## src/rtl/axi_stride_read_master_pkg.sv

```systemverilog
// axi_stride_read_master_pkg: shared FSM state type, errorCode bit indices and AXI burst/size constants
package axi_stride_read_master_pkg;
  typedef enum logic [1:0] {ST_IDLE, ST_ADDR, ST_GAP, ST_DRAIN} state_t;
  localparam int ERR_ID = 0;
  localparam int ERR_LAST = 1;
  localparam int ERR_UNEXP = 2;
  localparam logic [1:0] BURST_FIXED = 2'b00;
  localparam logic [1:0] BURST_INCR = 2'b01;
  localparam logic [2:0] SIZE_1B = 3'b000;
endpackage

```

## src/rtl/axi_stride_read_master_if.sv

```systemverilog
// axi_stride_read_master_if: AXI read address/data channels; master drives ar_valid/ar_addr/ar_len/ar_id/r_ready, slave drives ar_ready/r_valid/r_data/r_last/r_id
interface axi_stride_read_master_if #(
  parameter int ADDR_BITS = 16,
  parameter int BURST_LEN_WIDTH = 8,
  parameter int TID_WIDTH = 8,
  parameter int DATA_WIDTH = 8
);
  logic ar_valid;
  logic ar_ready;
  logic [ADDR_BITS-1:0] ar_addr;
  logic [BURST_LEN_WIDTH-1:0] ar_len;
  logic [TID_WIDTH-1:0] ar_id;
  logic r_valid;
  logic r_ready;
  logic [DATA_WIDTH-1:0] r_data;
  logic r_last;
  logic [TID_WIDTH-1:0] r_id;
  modport master (output ar_valid, ar_addr, ar_len, ar_id, r_ready, input ar_ready, r_valid, r_data, r_last, r_id);
  modport slave (input ar_valid, ar_addr, ar_len, ar_id, r_ready, output ar_ready, r_valid, r_data, r_last, r_id);
endinterface

```

## src/rtl/axi_stride_read_master_tracker.sv

```systemverilog
// axi_stride_read_master_tracker: outstanding-burst and beat counters, R beat capture, sticky R protocol error flags (clk/rst, clear, ar_hs/r_hs + R payload in; outstanding, beat_valid/beat_data, error_code out)
module axi_stride_read_master_tracker
  import axi_stride_read_master_pkg::*;
#(
  parameter int BURST_LEN_WIDTH = 8,
  parameter int TID_WIDTH = 8,
  parameter int DATA_WIDTH = 8,
  parameter int LOG_MAX_OUTSTANDING = 2
) (
  input  logic clk,
  input  logic rst,
  input  logic clear,
  input  logic ar_hs,
  input  logic r_hs,
  input  logic [DATA_WIDTH-1:0] r_data,
  input  logic r_last,
  input  logic [TID_WIDTH-1:0] r_id,
  input  logic [TID_WIDTH-1:0] exp_id,
  input  logic [BURST_LEN_WIDTH-1:0] exp_len,
  output logic [LOG_MAX_OUTSTANDING:0] outstanding,
  output logic beat_valid,
  output logic [DATA_WIDTH-1:0] beat_data,
  output logic [2:0] error_code
);
  localparam int OW = LOG_MAX_OUTSTANDING + 1;
  logic ok_beat;
  logic last_hs;
  logic [2:0] err_set;
  logic [BURST_LEN_WIDTH-1:0] beat_cnt;
  assign ok_beat = r_hs && outstanding != '0;
  assign last_hs = ok_beat && r_last;
  always_comb begin
    err_set = '0;
    err_set[ERR_ID] = ok_beat && r_id != exp_id;
    err_set[ERR_LAST] = ok_beat && (r_last != (beat_cnt == exp_len));
    err_set[ERR_UNEXP] = r_hs && outstanding == '0;
  end
  always_ff @(posedge clk) begin
    if (rst) begin
      outstanding <= '0;
      beat_cnt <= '0;
      beat_valid <= 1'b0;
      beat_data <= '0;
      error_code <= '0;
    end else begin
      beat_valid <= ok_beat;
      if (ok_beat) beat_data <= r_data;
      outstanding <= outstanding + OW'(ar_hs) - OW'(last_hs);
      if (clear) beat_cnt <= '0;
      else if (ok_beat) beat_cnt <= r_last ? '0 : beat_cnt + BURST_LEN_WIDTH'(1);
      error_code <= clear ? '0 : error_code | err_set;
    end
  end
endmodule

```

## src/rtl/axi_stride_read_master.sv

```systemverilog
// axi_stride_read_master: strided AXI read-burst initiator (clk/rst, start + cfg_* in; AXI AR/R via interface m; beat_valid/beat_data, busy, done, errorCode out)
module axi_stride_read_master
  import axi_stride_read_master_pkg::*;
#(
  parameter int ADDR_BITS = 16,
  parameter int BURST_LEN_WIDTH = 8,
  parameter int TID_WIDTH = 8,
  parameter int DATA_WIDTH = 8,
  parameter int LOG_MAX_OUTSTANDING = 2,
  parameter int REQ_CNT_WIDTH = 8,
  parameter int GAP_WIDTH = 4
) (
  input  logic clk,
  input  logic rst,
  input  logic start,
  input  logic [ADDR_BITS-1:0] cfg_base_addr,
  input  logic [ADDR_BITS-1:0] cfg_stride,
  input  logic [REQ_CNT_WIDTH-1:0] cfg_req_num,
  input  logic [BURST_LEN_WIDTH-1:0] cfg_len,
  input  logic [TID_WIDTH-1:0] cfg_id,
  input  logic [GAP_WIDTH-1:0] cfg_gap,
  axi_stride_read_master_if.master m,
  output logic beat_valid,
  output logic [DATA_WIDTH-1:0] beat_data,
  output logic busy,
  output logic done,
  output logic [2:0] errorCode
);
  localparam int OW = LOG_MAX_OUTSTANDING + 1;
  localparam logic [OW-1:0] MAX_OUT = OW'(2 ** LOG_MAX_OUTSTANDING);
  state_t state, next_state;
  logic [ADDR_BITS-1:0] addr_reg, stride_r;
  logic [REQ_CNT_WIDTH-1:0] req_num_r, issued;
  logic [BURST_LEN_WIDTH-1:0] len_r;
  logic [TID_WIDTH-1:0] id_r;
  logic [GAP_WIDTH-1:0] gap_r, gap_cnt;
  logic [OW-1:0] outstanding;
  logic accept, ar_hs;
  assign accept = state == ST_IDLE && start;
  assign ar_hs = m.ar_valid && m.ar_ready;
  always_ff @(posedge clk) begin
    if (rst) state <= ST_IDLE;
    else state <= next_state;
  end
  always_comb begin
    next_state = state;
    unique case (state)
      ST_IDLE: next_state = (start && cfg_req_num != '0) ? ST_ADDR : ST_IDLE;
      ST_ADDR: if (ar_hs) next_state = (issued + REQ_CNT_WIDTH'(1) == req_num_r) ? ST_DRAIN : (gap_r != '0 ? ST_GAP : ST_ADDR);
      ST_GAP: next_state = gap_cnt == GAP_WIDTH'(1) ? ST_ADDR : ST_GAP;
      ST_DRAIN: next_state = outstanding == '0 ? ST_IDLE : ST_DRAIN;
      default: next_state = ST_IDLE;
    endcase
  end
  always_comb begin
    busy = state != ST_IDLE;
    m.ar_valid = state == ST_ADDR && outstanding < MAX_OUT;
    m.ar_addr = addr_reg;
    m.ar_len = len_r;
    m.ar_id = id_r;
    m.r_ready = busy || outstanding != '0;
  end
  always_ff @(posedge clk) begin
    if (rst) begin
      addr_reg <= '0;
      stride_r <= '0;
      req_num_r <= '0;
      len_r <= '0;
      id_r <= '0;
      gap_r <= '0;
      issued <= '0;
      gap_cnt <= '0;
      done <= 1'b0;
    end else begin
      done <= (accept && cfg_req_num == '0) || (state == ST_DRAIN && outstanding == '0);
      if (accept) begin
        addr_reg <= cfg_base_addr;
        stride_r <= cfg_stride;
        req_num_r <= cfg_req_num;
        len_r <= cfg_len;
        id_r <= cfg_id;
        gap_r <= cfg_gap;
        issued <= '0;
      end
      if (ar_hs) begin
        addr_reg <= addr_reg + stride_r;
        issued <= issued + REQ_CNT_WIDTH'(1);
        gap_cnt <= gap_r;
      end else if (state == ST_GAP) gap_cnt <= gap_cnt - GAP_WIDTH'(1);
    end
  end
  axi_stride_read_master_tracker #(
    .BURST_LEN_WIDTH(BURST_LEN_WIDTH),
    .TID_WIDTH(TID_WIDTH),
    .DATA_WIDTH(DATA_WIDTH),
    .LOG_MAX_OUTSTANDING(LOG_MAX_OUTSTANDING)
  ) u_trk (
    .clk(clk),
    .rst(rst),
    .clear(accept),
    .ar_hs(ar_hs),
    .r_hs(m.r_valid && m.r_ready),
    .r_data(m.r_data),
    .r_last(m.r_last),
    .r_id(m.r_id),
    .exp_id(id_r),
    .exp_len(len_r),
    .outstanding(outstanding),
    .beat_valid(beat_valid),
    .beat_data(beat_data),
    .error_code(errorCode)
  );
endmodule

```

## src/flat_wrapper.sv

```systemverilog
// flat-port wrapper written by rule: the top's interface ports become plain ports
module axi_stride_read_master_flat import axi_stride_read_master_pkg::*;
#(
  parameter int ADDR_BITS = 16,
  parameter int BURST_LEN_WIDTH = 8,
  parameter int TID_WIDTH = 8,
  parameter int DATA_WIDTH = 8,
  parameter int LOG_MAX_OUTSTANDING = 2,
  parameter int REQ_CNT_WIDTH = 8,
  parameter int GAP_WIDTH = 4
)
  (clk, rst, start, cfg_base_addr, cfg_stride, cfg_req_num, cfg_len, cfg_id, cfg_gap, beat_valid, beat_data, busy, done, errorCode, m_ar_valid, m_ar_addr, m_ar_len, m_ar_id, m_r_ready, m_ar_ready, m_r_valid, m_r_data, m_r_last, m_r_id);
  axi_stride_read_master_if #(.ADDR_BITS(ADDR_BITS), .BURST_LEN_WIDTH(BURST_LEN_WIDTH), .TID_WIDTH(TID_WIDTH), .DATA_WIDTH(DATA_WIDTH)) m_i ();
  input  logic clk;
  input  logic rst;
  input  logic start;
  input  logic [ADDR_BITS-1:0] cfg_base_addr;
  input  logic [ADDR_BITS-1:0] cfg_stride;
  input  logic [REQ_CNT_WIDTH-1:0] cfg_req_num;
  input  logic [BURST_LEN_WIDTH-1:0] cfg_len;
  input  logic [TID_WIDTH-1:0] cfg_id;
  input  logic [GAP_WIDTH-1:0] cfg_gap;
  output logic beat_valid;
  output logic [DATA_WIDTH-1:0] beat_data;
  output logic busy;
  output logic done;
  output logic [2:0] errorCode;
  output wire logic [$bits(m_i.ar_valid)-1:0] m_ar_valid;
  output wire logic [$bits(m_i.ar_addr)-1:0] m_ar_addr;
  output wire logic [$bits(m_i.ar_len)-1:0] m_ar_len;
  output wire logic [$bits(m_i.ar_id)-1:0] m_ar_id;
  output wire logic [$bits(m_i.r_ready)-1:0] m_r_ready;
  input wire logic [$bits(m_i.ar_ready)-1:0] m_ar_ready;
  input wire logic [$bits(m_i.r_valid)-1:0] m_r_valid;
  input wire logic [$bits(m_i.r_data)-1:0] m_r_data;
  input wire logic [$bits(m_i.r_last)-1:0] m_r_last;
  input wire logic [$bits(m_i.r_id)-1:0] m_r_id;
  assign m_ar_valid = m_i.ar_valid;
  assign m_ar_addr = m_i.ar_addr;
  assign m_ar_len = m_i.ar_len;
  assign m_ar_id = m_i.ar_id;
  assign m_r_ready = m_i.r_ready;
  assign m_i.ar_ready = m_ar_ready;
  assign m_i.r_valid = m_r_valid;
  assign m_i.r_data = m_r_data;
  assign m_i.r_last = m_r_last;
  assign m_i.r_id = m_r_id;
  axi_stride_read_master #(.ADDR_BITS(ADDR_BITS), .BURST_LEN_WIDTH(BURST_LEN_WIDTH), .TID_WIDTH(TID_WIDTH), .DATA_WIDTH(DATA_WIDTH), .LOG_MAX_OUTSTANDING(LOG_MAX_OUTSTANDING), .REQ_CNT_WIDTH(REQ_CNT_WIDTH), .GAP_WIDTH(GAP_WIDTH)) u_core (.clk(clk), .rst(rst), .start(start), .cfg_base_addr(cfg_base_addr), .cfg_stride(cfg_stride), .cfg_req_num(cfg_req_num), .cfg_len(cfg_len), .cfg_id(cfg_id), .cfg_gap(cfg_gap), .m(m_i), .beat_valid(beat_valid), .beat_data(beat_data), .busy(busy), .done(done), .errorCode(errorCode));
endmodule
```

## config.mk

```make
export PLATFORM = sky130hd
export DESIGN_NAME = axi_stride_read_master_flat
export DESIGN_NICKNAME = d
export VERILOG_FILES = /design/src/rtl/axi_stride_read_master_pkg.sv /design/src/rtl/axi_stride_read_master_if.sv /design/src/rtl/axi_stride_read_master_tracker.sv /design/src/rtl/axi_stride_read_master.sv /design/src/flat_wrapper.sv
export SDC_FILE = /design/constraint.sdc
export NUM_CORES = 1
export LEC_CHECK = 0
export BUFFER_PORTS_ARGS = -buffer_cell sky130_fd_sc_hd__buf_4
export CORE_MARGIN = 8
export CORE_UTILIZATION = 50
export DETAILED_ROUTE_END_ITERATION = 8
export PLACE_DENSITY = 0.76
export SYNTH_ARGS = -nofsm -noshare
export SYNTH_HDL_FRONTEND = slang
export SYNTH_SLANG_ARGS = --single-unit
```

## constraint.sdc

```tcl
create_clock -name clk -period 2.83 [get_ports clk]
set_clock_uncertainty 0.2 [all_clocks]
set_input_delay 0.1415 -clock clk [delete_from_list [all_inputs] [get_ports clk]]
set_output_delay 0.1415 -clock clk [all_outputs]
set_load 0.005 [all_outputs]
```

==> impl_metrics.env, run 1 <==
export IMPL_outcome="finished, final reports clean"
export IMPL_grt_pass1_wl_mm=24.32
export IMPL_clock_fmax_mhz=401.1
export IMPL_ys_warn_count=0
export IMPL_cts_resized=0
export IMPL_r2r_start="u_core.u_trk.outstanding[2]"
export IMPL_io_pins=130
export IMPL_syn_num_nets=754
export IMPL_fin_crit_sh=0.8809
export IMPL_min_period_ns=2.493
export IMPL_rr_endpoint="u_core.u_trk.outstanding[2]"
export IMPL_crit_required_ns=2.90
export IMPL_setup_viol=0
export IMPL_die_y_um=117.0
export IMPL_cp_end_kind="flip-flop"
export IMPL_grt_use_total=0.2213
export IMPL_synth_seq_cells=98
export IMPL_maxSlewViolCount=0
export IMPL_cellPowerDensity_nw_per_um2=557.5
export IMPL_fin_nets=939
export IMPL_p_leak_nw=3.073
export IMPL_synthArstFlopShare=0
export IMPL_yosysTopAreaCellShare=0.3847
export IMPL_totalWireLength_mm=14.79
export IMPL_firstDrtPassIters=5
export IMPL_worst_pin_slew_ns=0.7976
export IMPL_antenna_left=0
export IMPL_insertion_delay_ns=0.37
export IMPL_final_seq_area_um2=1962
export IMPL_root_buffer="clkbuf_8"
export IMPL_port_buffers=129
export IMPL_die_w_um=117.0
export IMPL_startpoint_type="flip-flop"
export IMPL_gp_congestion=0.9183
export IMPL_cts_setup_buffers=0
export IMPL_core_um2=10090
export IMPL_avgSynthCellArea_um2=7.858
export IMPL_ys_types=56
export IMPL_multiInputGateArea_um2=2897
export IMPL_start_util=0.5053
export IMPL_clock_sinks=98
export IMPL_routed_via_density=5.374
export IMPL_startpoint="u_core.u_trk.outstanding[2]"
export IMPL_cts_clk_slew_worst_paths_ns=0.11
export IMPL_hold_slack_ns=0.04052
export IMPL_antenna_found_initial=0
export IMPL_drc=0
export IMPL_synthesis_area_um2=5100
export IMPL_min_to="u_core.stride_r[12]"
export IMPL_ys_seq_area_frac=0.3847
export IMPL_yosys_top_cells_area="dfxtp_1 (38%), nand2_1 (11%), a21oi_1 (8.8%)"
export IMPL_crit_fanout=3
export IMPL_ys_flop_type="dfxtp_1"
export IMPL_grt_ovfl_total=0
export IMPL_final_layout_size_suffix_gt1_frac=0.2074
export IMPL_cts_htree_levels=3
export IMPL_final_setup_tns_ns=0
export IMPL_hp_start="start"
export IMPL_grt_pass1_vias=5215
export IMPL_fillers=812
export IMPL_synthTopCellsByCount="nand2_1 (154), dfxtp_1 (98), a21oi_1 (90), nor2_1 (43), xor2_1 (28)"
export IMPL_num_vias=5245
export IMPL_crit_type="reg2reg"
export IMPL_cts_inserted_buffers=9
export IMPL_grt_setup_unrepaired="no"
export IMPL_grt_max_degree=75
export IMPL_peakVddDrop_mv=0.4569
export IMPL_wl_per_cell_um=15.15
export IMPL_syn_to_final_growth_pct=38.40
export IMPL_cts_tree="done"
export IMPL_whs_path_depth=4
export IMPL_rrSetupSlack_ns=0.34
export IMPL_cts_buffer_depth=2
export IMPL_die_area_um2=13690
export IMPL_hold_viol_final=0
export IMPL_max_slew_margin=0.4683
export IMPL_synth_edf_count=0
export IMPL_dp_cells=888
export IMPL_cp_arrival_ns=2.56
export IMPL_fin_cells=976
export IMPL_core_rowCount=37
export IMPL_cap_violations=0
export IMPL_drt_initial_drc_count=317
export IMPL_yosysTopAreaCell="dfxtp_1"
export IMPL_r2r_cells=10
export IMPL_hold_path_class="in2reg"
export IMPL_dp_hpwl_mm=9.903
export IMPL_syn_instance_count=649
export IMPL_post_synth_top_count_cell="nand2_1"
[stage by stage]
stage | power, mW | util | instance area, um^2 | setup slack (ns)
after floorplan | 2.436 | - | 5100 | 0.09578
after global placement | 2.875 | 0.6084 | 6140 | 0.4989
after detailed placement | 2.917 | 0.6084 | 6140 | 0.3593
after CTS | 3.956 | 0.6991 | 7056 | 0.3332
after global routing | 4.192 | 0.6991 | 7056 | 0.1295
final | 3.935 | 0.6994 | 7058 | 0.3371
[cell type report]
class                      instances  area share
antenna                            1   0.0003545
clock inverter                     7     0.01152
clock buffer                       9     0.01755
tap                              136     0.02411
inverter                          16    0.008509
multi-input combinational        498      0.4104
sequential                        98      0.2780
timing repair buffer             211      0.2496
[power breakdown]
part,switching [mW],internal [mW]
sequential,0.126,1.54
clock,0.530,0.425
combinational,0.687,0.631
[registers in the layout, summed over array words and instances, names as in the netlist]
register and count:
u_core.state 2, u_core.u_trk.beat_cnt 8, u_core.u_trk.beat_data 8, u_core.issued 8, u_core.u_trk.error_code 3, u_core.m.ar_addr 16, u_core.gap_r 4, u_core.m.ar_len 8
u_core.m.ar_id 8, u_core.stride_r 16, u_core.gap_cnt 4, u_core.u_trk.outstanding 3, u_core.done 1, u_core.u_trk.beat_valid 1, u_core.req_num_r 8
[metal layers]
metal | part of all wire | track usage
met5 | 0 | 0
met4 | 0.0087 | 0.06314
met3 | 0.079 | 0.07081
met2 | 0.50 | 0.3926
met1 | 0.41 | 0.2486
[placed cells by master (no fill, tap or decap), types with 3 or more instances in the layout]
master,synthesis,final
clkbuf_8,3,9
nand3_1,11,11
a21oi_1,90,90
nor2b_1,5,5
nor3_1,16,16
a311oi_1,7,7
nand2_1,154,153
dlygate4sd3_1,0,71
dfxtp_1,98,98
and3_1,4,4
nand2b_1,6,6
nand4_1,3,3
buf_4,1,140
xor2_1,28,28
ha_1,21,21
o21ai_0,12,12
xnor2_1,12,12
nor2_1,43,43
or3_1,3,3
a21o_1,7,7
inv_6,0,3
inv_1,14,14
mux2i_1,7,7
nor4_1,12,12
o211ai_1,6,6
nor3b_1,3,3
and2_1,3,3
a31oi_1,4,4
a211oi_1,8,8
[worst max path at each step]
| stage | cells after the start | endpoint | slack, ns |
|---|---|---|---|
| floorplan | 12 | u_core.u_trk.outstanding[2] | 0.1 |
| global placement | 9 | u_core.m.ar_addr[8] | 0.50 |
| detailed placement | 10 | u_core.u_trk.outstanding[2] | 0.36 |
| CTS | 10 | u_core.u_trk.outstanding[2] | 0.33 |
| global route | 9 | u_core.m.ar_addr[8] | 0.13 |
| finish | 10 | u_core.u_trk.outstanding[2] | 0.34 |
[kinds of logic after synthesis]
logic type | after synthesis | synth area share
AOI/OAI and AO/OA | 157 | 0.1904
xor gates and xnor gates | 40 | 0.06870
muxes | 8 | 0.01595
buffers and inverters | 53 | 0.04784
and+or+nand+nor | 270 | 0.2331
DFF | 98 | 0.3847
adders and majority gates | 23 | 0.05937
[repair_timing]
item | CTS | global route
setup endpoints to repair | 0 | 0
hold buffers | 71 | 0
endpoints found under the hold margin | 73 | 0
[worst max-delay path, stage by stage, from the launching register on]
cell	delay (ns)
dfxtp_1	0.36
nor3b_1	0.29
and2_1	0.21
inv_2	0.04
ha_1	0.26
inv_1	0.04
ha_1	0.18
fa_1	0.38
xnor2_1	0.22
xnor2_1	0.14
nor2_1	0.06
Note: power is estimated with default switching activity, not from simulation.
==> inputs of run 2 (changes only) <==
--- a/config.mk
+++ b/config.mk
@@ -8,6 +8,7 @@
 export BUFFER_PORTS_ARGS = -buffer_cell sky130_fd_sc_hd__buf_4
 export CORE_MARGIN = 8
 export CORE_UTILIZATION = 50
+export CTS_BUF_LIST = sky130_fd_sc_hd__clkbuf_16
 export DETAILED_ROUTE_END_ITERATION = 8
 export PLACE_DENSITY = 0.76
 export SYNTH_ARGS = -nofsm -noshare
==> impl_metrics.env, run 2 (synthesized netlist as in run 1, its figures left out) <==
export IMPL_port_buffers=129
export IMPL_final_common_cell="nand2_1"
export IMPL_crit_fanout=5
export IMPL_core_um2=10090
export IMPL_num_vias=5239
export IMPL_hold_path_class="in2reg"
export IMPL_die_area_um2=13690
export IMPL_dpl_instance_area_um2=6140
export IMPL_grt_pass1_wl_mm=24.47
export IMPL_place_ws_ns=0.3593
export IMPL_drc=0
export IMPL_crit_type="reg2reg"
export IMPL_final_setup_tns_ns=0
export IMPL_cp_end_kind="flip-flop"
export IMPL_root_buffer="clkbuf_16"
export IMPL_fin_nets=936
export IMPL_worst_pin_slew_ns=0.8096
export IMPL_stdcell_area_um2=7129
export IMPL_maxSlewViolCount=0
export IMPL_core_rowCount=37
export IMPL_dp_hpwl_mm=9.903
export IMPL_start_util=0.5053
export IMPL_die_w_um=117.0
export IMPL_fillers=810
export IMPL_dp_cells=888
export IMPL_grt_pass1_vias=5223
export IMPL_mostFrequentLayoutCells="nand2_1 (153), buf_4 (140), dfxtp_1 (98)"
export IMPL_p_leak_nw=3.109
export IMPL_cellPowerDensity_nw_per_um2=595.9
export IMPL_startpoint="u_core.m.ar_addr[0]"
export IMPL_wl_per_cell_um=15.36
export IMPL_insertion_delay_ns=0.35
export IMPL_cts_clk_slew_worst_paths_ns=0.07
export IMPL_grt_ovfl_total=0
export IMPL_grt_setup_unrepaired="no"
export IMPL_drt_initial_drc_count=398
export IMPL_clock_sinks=98
export IMPL_io_pins=130
export IMPL_antenna_left=0
export IMPL_postCtsHoldBufs=68
export IMPL_cts_setup_buffers=0
export IMPL_clock_fmax_mhz=399.2
export IMPL_hold_viol_final=0
export IMPL_grt_max_degree=75
export IMPL_cts_inserted_buffers=9
export IMPL_cts_htree_levels=3
export IMPL_firstDrtPassIters=4
export IMPL_setup_viol=0
export IMPL_cts_resized=0
export IMPL_startpoint_type="flip-flop"
export IMPL_min_period_ns=2.505
export IMPL_cp_arrival_ns=2.55
export IMPL_cts_tree="done"
export IMPL_antenna_found_initial=0
export IMPL_totalWireLength_mm=14.94
export IMPL_peakVddDrop_mv=0.4864
export IMPL_gp_congestion=0.9183
export IMPL_r2r_cells=9
export IMPL_utilization=0.7064
export IMPL_fin_cells=973
export IMPL_rr_endpoint="u_core.m.ar_addr[8]"
export IMPL_r2r_start="u_core.m.ar_addr[0]"
export IMPL_rrSetupSlack_ns=0.32
export IMPL_cp_endpoint="u_core.m.ar_addr[8]"
export IMPL_outcome="finished, final reports clean"
export IMPL_final_layout_size_suffix_gt1_frac=0.2081
export IMPL_grt_use_total=0.2228
export IMPL_setup_slack_ns=0.3247
export IMPL_routed_via_density=5.384
export IMPL_max_slew_margin=0.4603
export IMPL_cts_buffer_depth=2
export IMPL_cap_violations=0
export IMPL_syn_to_final_growth_pct=39.79
export IMPL_die_y_um=117.0
export IMPL_crit_required_ns=2.87
export IMPL_fin_crit_sh=0.8852
## run 2: changes by cell type in the layout (fill, tap and decap cells not counted)
cell / delta
clkbuf_8: -9
dlygate4sd3_1: -3
clkbuf_16: +9
## run 2: through the flow
stage               hold slack, ns  power, mW
global route               0.04067      4.495
floorplan                  0.07747      2.436
detailed placement          0.1943      2.917
finish                     0.01464      4.248
CTS                       0.002177      4.267
global placement            0.1879      2.875
## run 2: per-layer routing
metal,part of all wire,track usage,vias to the layer above,routed length (um)
li1,-,-,2603,-
met1,0.40,0.2470,2450,6032
met2,0.50,0.3979,174,7490
met3,0.085,0.07029,12,1267
met4,0.010,0.06826,0,153
met5,0,0,-,0
## run 2: cell type report
class / instances / area, um^2 / share of cell area
diodes: 1 / 2.502 / 0.0003510
clock inverters: 7 / 81.33 / 0.01141
inverters: 16 / 60.06 / 0.008424
clock buffers: 9 / 225.2 / 0.03159
flip-flops and latches: 98 / 1962 / 0.2752
multi-input cells: 498 / 2897 / 0.4063
repair buffers: 208 / 1732 / 0.2429
well taps: 136 / 170.2 / 0.02387
## run 2: worst min-delay path by stage
stage,start,to,slack [ns],cells after the start
after global placement,cfg_len[2],u_core.m.ar_len[2],0.19,3
after detailed placement,cfg_stride[8],u_core.stride_r[8],0.19,3
final,cfg_base_addr[1],u_core.m.ar_addr[1],0.01,3
after floorplan,cfg_stride[0],u_core.stride_r[0],0.08,2
after CTS,cfg_base_addr[1],u_core.m.ar_addr[1],0.002,3
after global routing,cfg_base_addr[1],u_core.m.ar_addr[1],0.04,3
## run 2: power breakdown
part	leakage (nW)	internal [mW]	switching [mW]
clock network	0.153	0.701	0.569
logic	2.15	0.625	0.688
registers	0.801	1.54	0.128
## run 2: worst max-delay path: stages, from the launching register on
cell      delay, ns
dfxtp_1        0.33
ha_1           0.23
inv_1          0.08
fa_1           0.21
nor2b_1        0.06
o21a_1         0.19
a311o_2        0.46
a31oi_1        0.24
xor2_1         0.09
a221oi_1       0.30
==> inputs of run 3 (changes only) <==
==> constraint.sdc (replaced) <==
create_clock -name clk -period 2.5 [get_ports clk]
set_clock_uncertainty 0.2 [all_clocks]
set_input_delay 0.125 -clock clk [delete_from_list [all_inputs] [get_ports clk]]
set_output_delay 0.125 -clock clk [all_outputs]
set_load 0.005 [all_outputs]
==> impl_metrics.env, run 3 (synthesized netlist as in run 1, its figures left out) <==
export IMPL_die_w_um=117.0
export IMPL_min_period_ns=2.393
export IMPL_rr_endpoint="u_core.m.ar_addr[10]"
export IMPL_root_buffer="clkbuf_16"
export IMPL_core_rowCount=37
export IMPL_cts_inserted_buffers=9
export IMPL_setup_viol=0
export IMPL_fin_crit_sh=0.9574
export IMPL_p_leak_nw=3.150
export IMPL_num_vias=5278
export IMPL_cts_clk_slew_worst_paths_ns=0.07
export IMPL_clock_fmax_mhz=417.8
export IMPL_cpPeakStageDelay_ns=0.43
export IMPL_cts_htree_levels=3
export IMPL_antenna_found_initial=0
export IMPL_dp_hpwl_mm=10.06
export IMPL_utilization=0.7188
export IMPL_port_buffers=129
export IMPL_peakVddDrop_mv=0.4262
export IMPL_syn_to_final_growth_pct=42.25
export IMPL_crit_required_ns=2.58
export IMPL_grt_max_degree=72
export IMPL_grt_setup_unrepaired="no"
export IMPL_grt_pass1_vias=5217
export IMPL_insertion_delay_ns=0.35
export IMPL_rrSetupSlack_ns=0.11
export IMPL_crit_fanout=5
export IMPL_core_um2=10090
export IMPL_mostFrequentLayoutCells="nand2_1 (153), buf_4 (142), dfxtp_1 (96)"
export IMPL_antenna_left=0
export IMPL_cts_buffer_depth=2
export IMPL_cellPowerDensity_nw_per_um2=672.5
export IMPL_start_util=0.5053
export IMPL_hold_path_class="in2reg"
export IMPL_cp_end_kind="flip-flop"
export IMPL_die_y_um=117.0
export IMPL_routed_via_density=5.397
export IMPL_hp_start="start"
export IMPL_gp_congestion=0.8662
export IMPL_path_cells="ha_2 > inv_1 > fa_1 > nor2b_1 > o21a_1 > a311o_2 > buf_4 > a221oi_4 > xnor2_1 > o2bb2ai_1"
export IMPL_r2r_start="u_core.m.ar_addr[0]"
export IMPL_grt_pass1_wl_mm=24.65
export IMPL_die_area_um2=13690
export IMPL_cap_violations=0
export IMPL_io_pins=130
export IMPL_grt_ovfl_total=0
export IMPL_maxSlewViolCount=0
export IMPL_drc=0
export IMPL_final_common_cell="nand2_1"
export IMPL_fin_nets=941
export IMPL_wl_per_cell_um=15.38
export IMPL_cp_arrival_ns=2.48
export IMPL_stdcell_area_um2=7254
export IMPL_grt_use_total=0.2250
export IMPL_r2r_cells=10
export IMPL_totalWireLength_mm=15.04
export IMPL_whs_path_depth=5
export IMPL_dpl_instance_area_um2=6208
export IMPL_outcome="finished, final reports clean"
export IMPL_worst_path_max_delay_cell="a311o_2"
export IMPL_drt_initial_drc_count=300
export IMPL_startpoint_type="flip-flop"
export IMPL_final_layout_size_suffix_gt1_frac=0.2212
export IMPL_hold_viol_final=0
export IMPL_min_to="u_core.req_num_r[0]"
export IMPL_worst_pin_slew_ns=0.7511
export IMPL_crit_type="reg2reg"
export IMPL_max_slew_margin=0.4993
export IMPL_clock_sinks=98
export IMPL_cts_tree="done"
export IMPL_firstDrtPassIters=5
==> run 3: cell count changes in the layout (fill, tap and decap cells not counted), sizes merged <==
| cell | change |
|---|---|
| dlygate4sd3 | +2 |
| inv | -2 |
| buf | +3 |
| clkinv | +1 |
| clkbuf | +1 |
==> run 3: area by class of cell <==
| cell class | count | area, um^2 |
|---|---|---|
| diodes | 1 | 2.502 |
| clock buffers | 10 | 250.2 |
| clock inverters | 6 | 56.30 |
| fillers | 781 | 2838 |
| inverters | 16 | 62.56 |
| multi-input cells | 498 | 2959 |
| flip-flops and latches | 98 | 1967 |
| well taps | 136 | 170.2 |
| repair buffers | 213 | 1787 |
==> run 3: timing repair <==
| action | in CTS | in global routing |
|---|---|---|
| endpoints found under the setup margin | 0 | 4 |
| endpoints found under the hold margin | 72 | 0 |
| resized for setup | 0 | 4 |
| buffers inserted | 0 | 2 |
| hold buffers | 70 | 0 |
==> run 3: power by group <==
part	switching (mW)	internal, mW	total, mW
Combinational	0.798	0.748	1.55
Sequential	0.149	1.74	1.89
Clock	0.613	0.828	1.44
Total	1.56	3.32	4.88
==> run 3: worst max path at each step <==
stage / end / depth (start not counted) / start
4_1_cts: u_core.m.ar_addr[8] / 9 / u_core.m.ar_addr[0]
6_report: u_core.m.ar_addr[10] / 10 / u_core.m.ar_addr[0]
3_5_place_dp: u_core.m.ar_addr[8] / 9 / u_core.m.ar_addr[0]
2_1_floorplan: u_core.u_trk.outstanding[2] / 12 / u_core.u_trk.outstanding[2]
5_1_grt: u_core.m.ar_addr[10] / 10 / u_core.m.ar_addr[0]
3_3_place_gp: u_core.m.ar_addr[14] / 9 / u_core.m.ar_addr[0]
==> run 3: metrics by stage <==
| stage | setup TNS (ns) | cells | total power [mW] | setup slack [ns] | hold WS (ns) |
|---|---|---|---|---|---|
| after floorplan | -0.02498 | 649 | 2.799 | -0.02498 | 0.06097 |
| after global placement | 0 | 889 | 3.305 | 0.1627 | 0.1725 |
| after detailed placement | 0 | 889 | 3.355 | 0.09581 | 0.1819 |
| after CTS | 0 | 975 | 4.880 | 0.07009 | 0.06783 |
| after global routing | 0 | 977 | 5.150 | 0.008626 | 0.1061 |
| final | 0 | 978 | 4.879 | 0.1066 | 0.08543 |
==> run 3: per-layer routing <==
layer / vias to the layer above / routed length, um / GRT usage / share of wire
met4: 0 / 359 / 0.1024 / 0.024
li1: 2607 / - / - / -
met2: 180 / 7145 / 0.3826 / 0.48
met1: 2461 / 6372 / 0.2618 / 0.42
met3: 30 / 1165 / 0.05644 / 0.077
met5: - / 0 / 0 / 0
==> run 3: critical path: cells and delay by family (launching register included) <==
| family | cells | cell delay [ns] |
|---|---|---|
| compound gates | 4 | 0.97 |
| xor+xnor | 1 | 0.15 |
| fa+ha+maj | 2 | 0.38 |
| buf+inv | 2 | 0.23 |
| flops | 1 | 0.33 |
| simple gates | 1 | 0.05 |
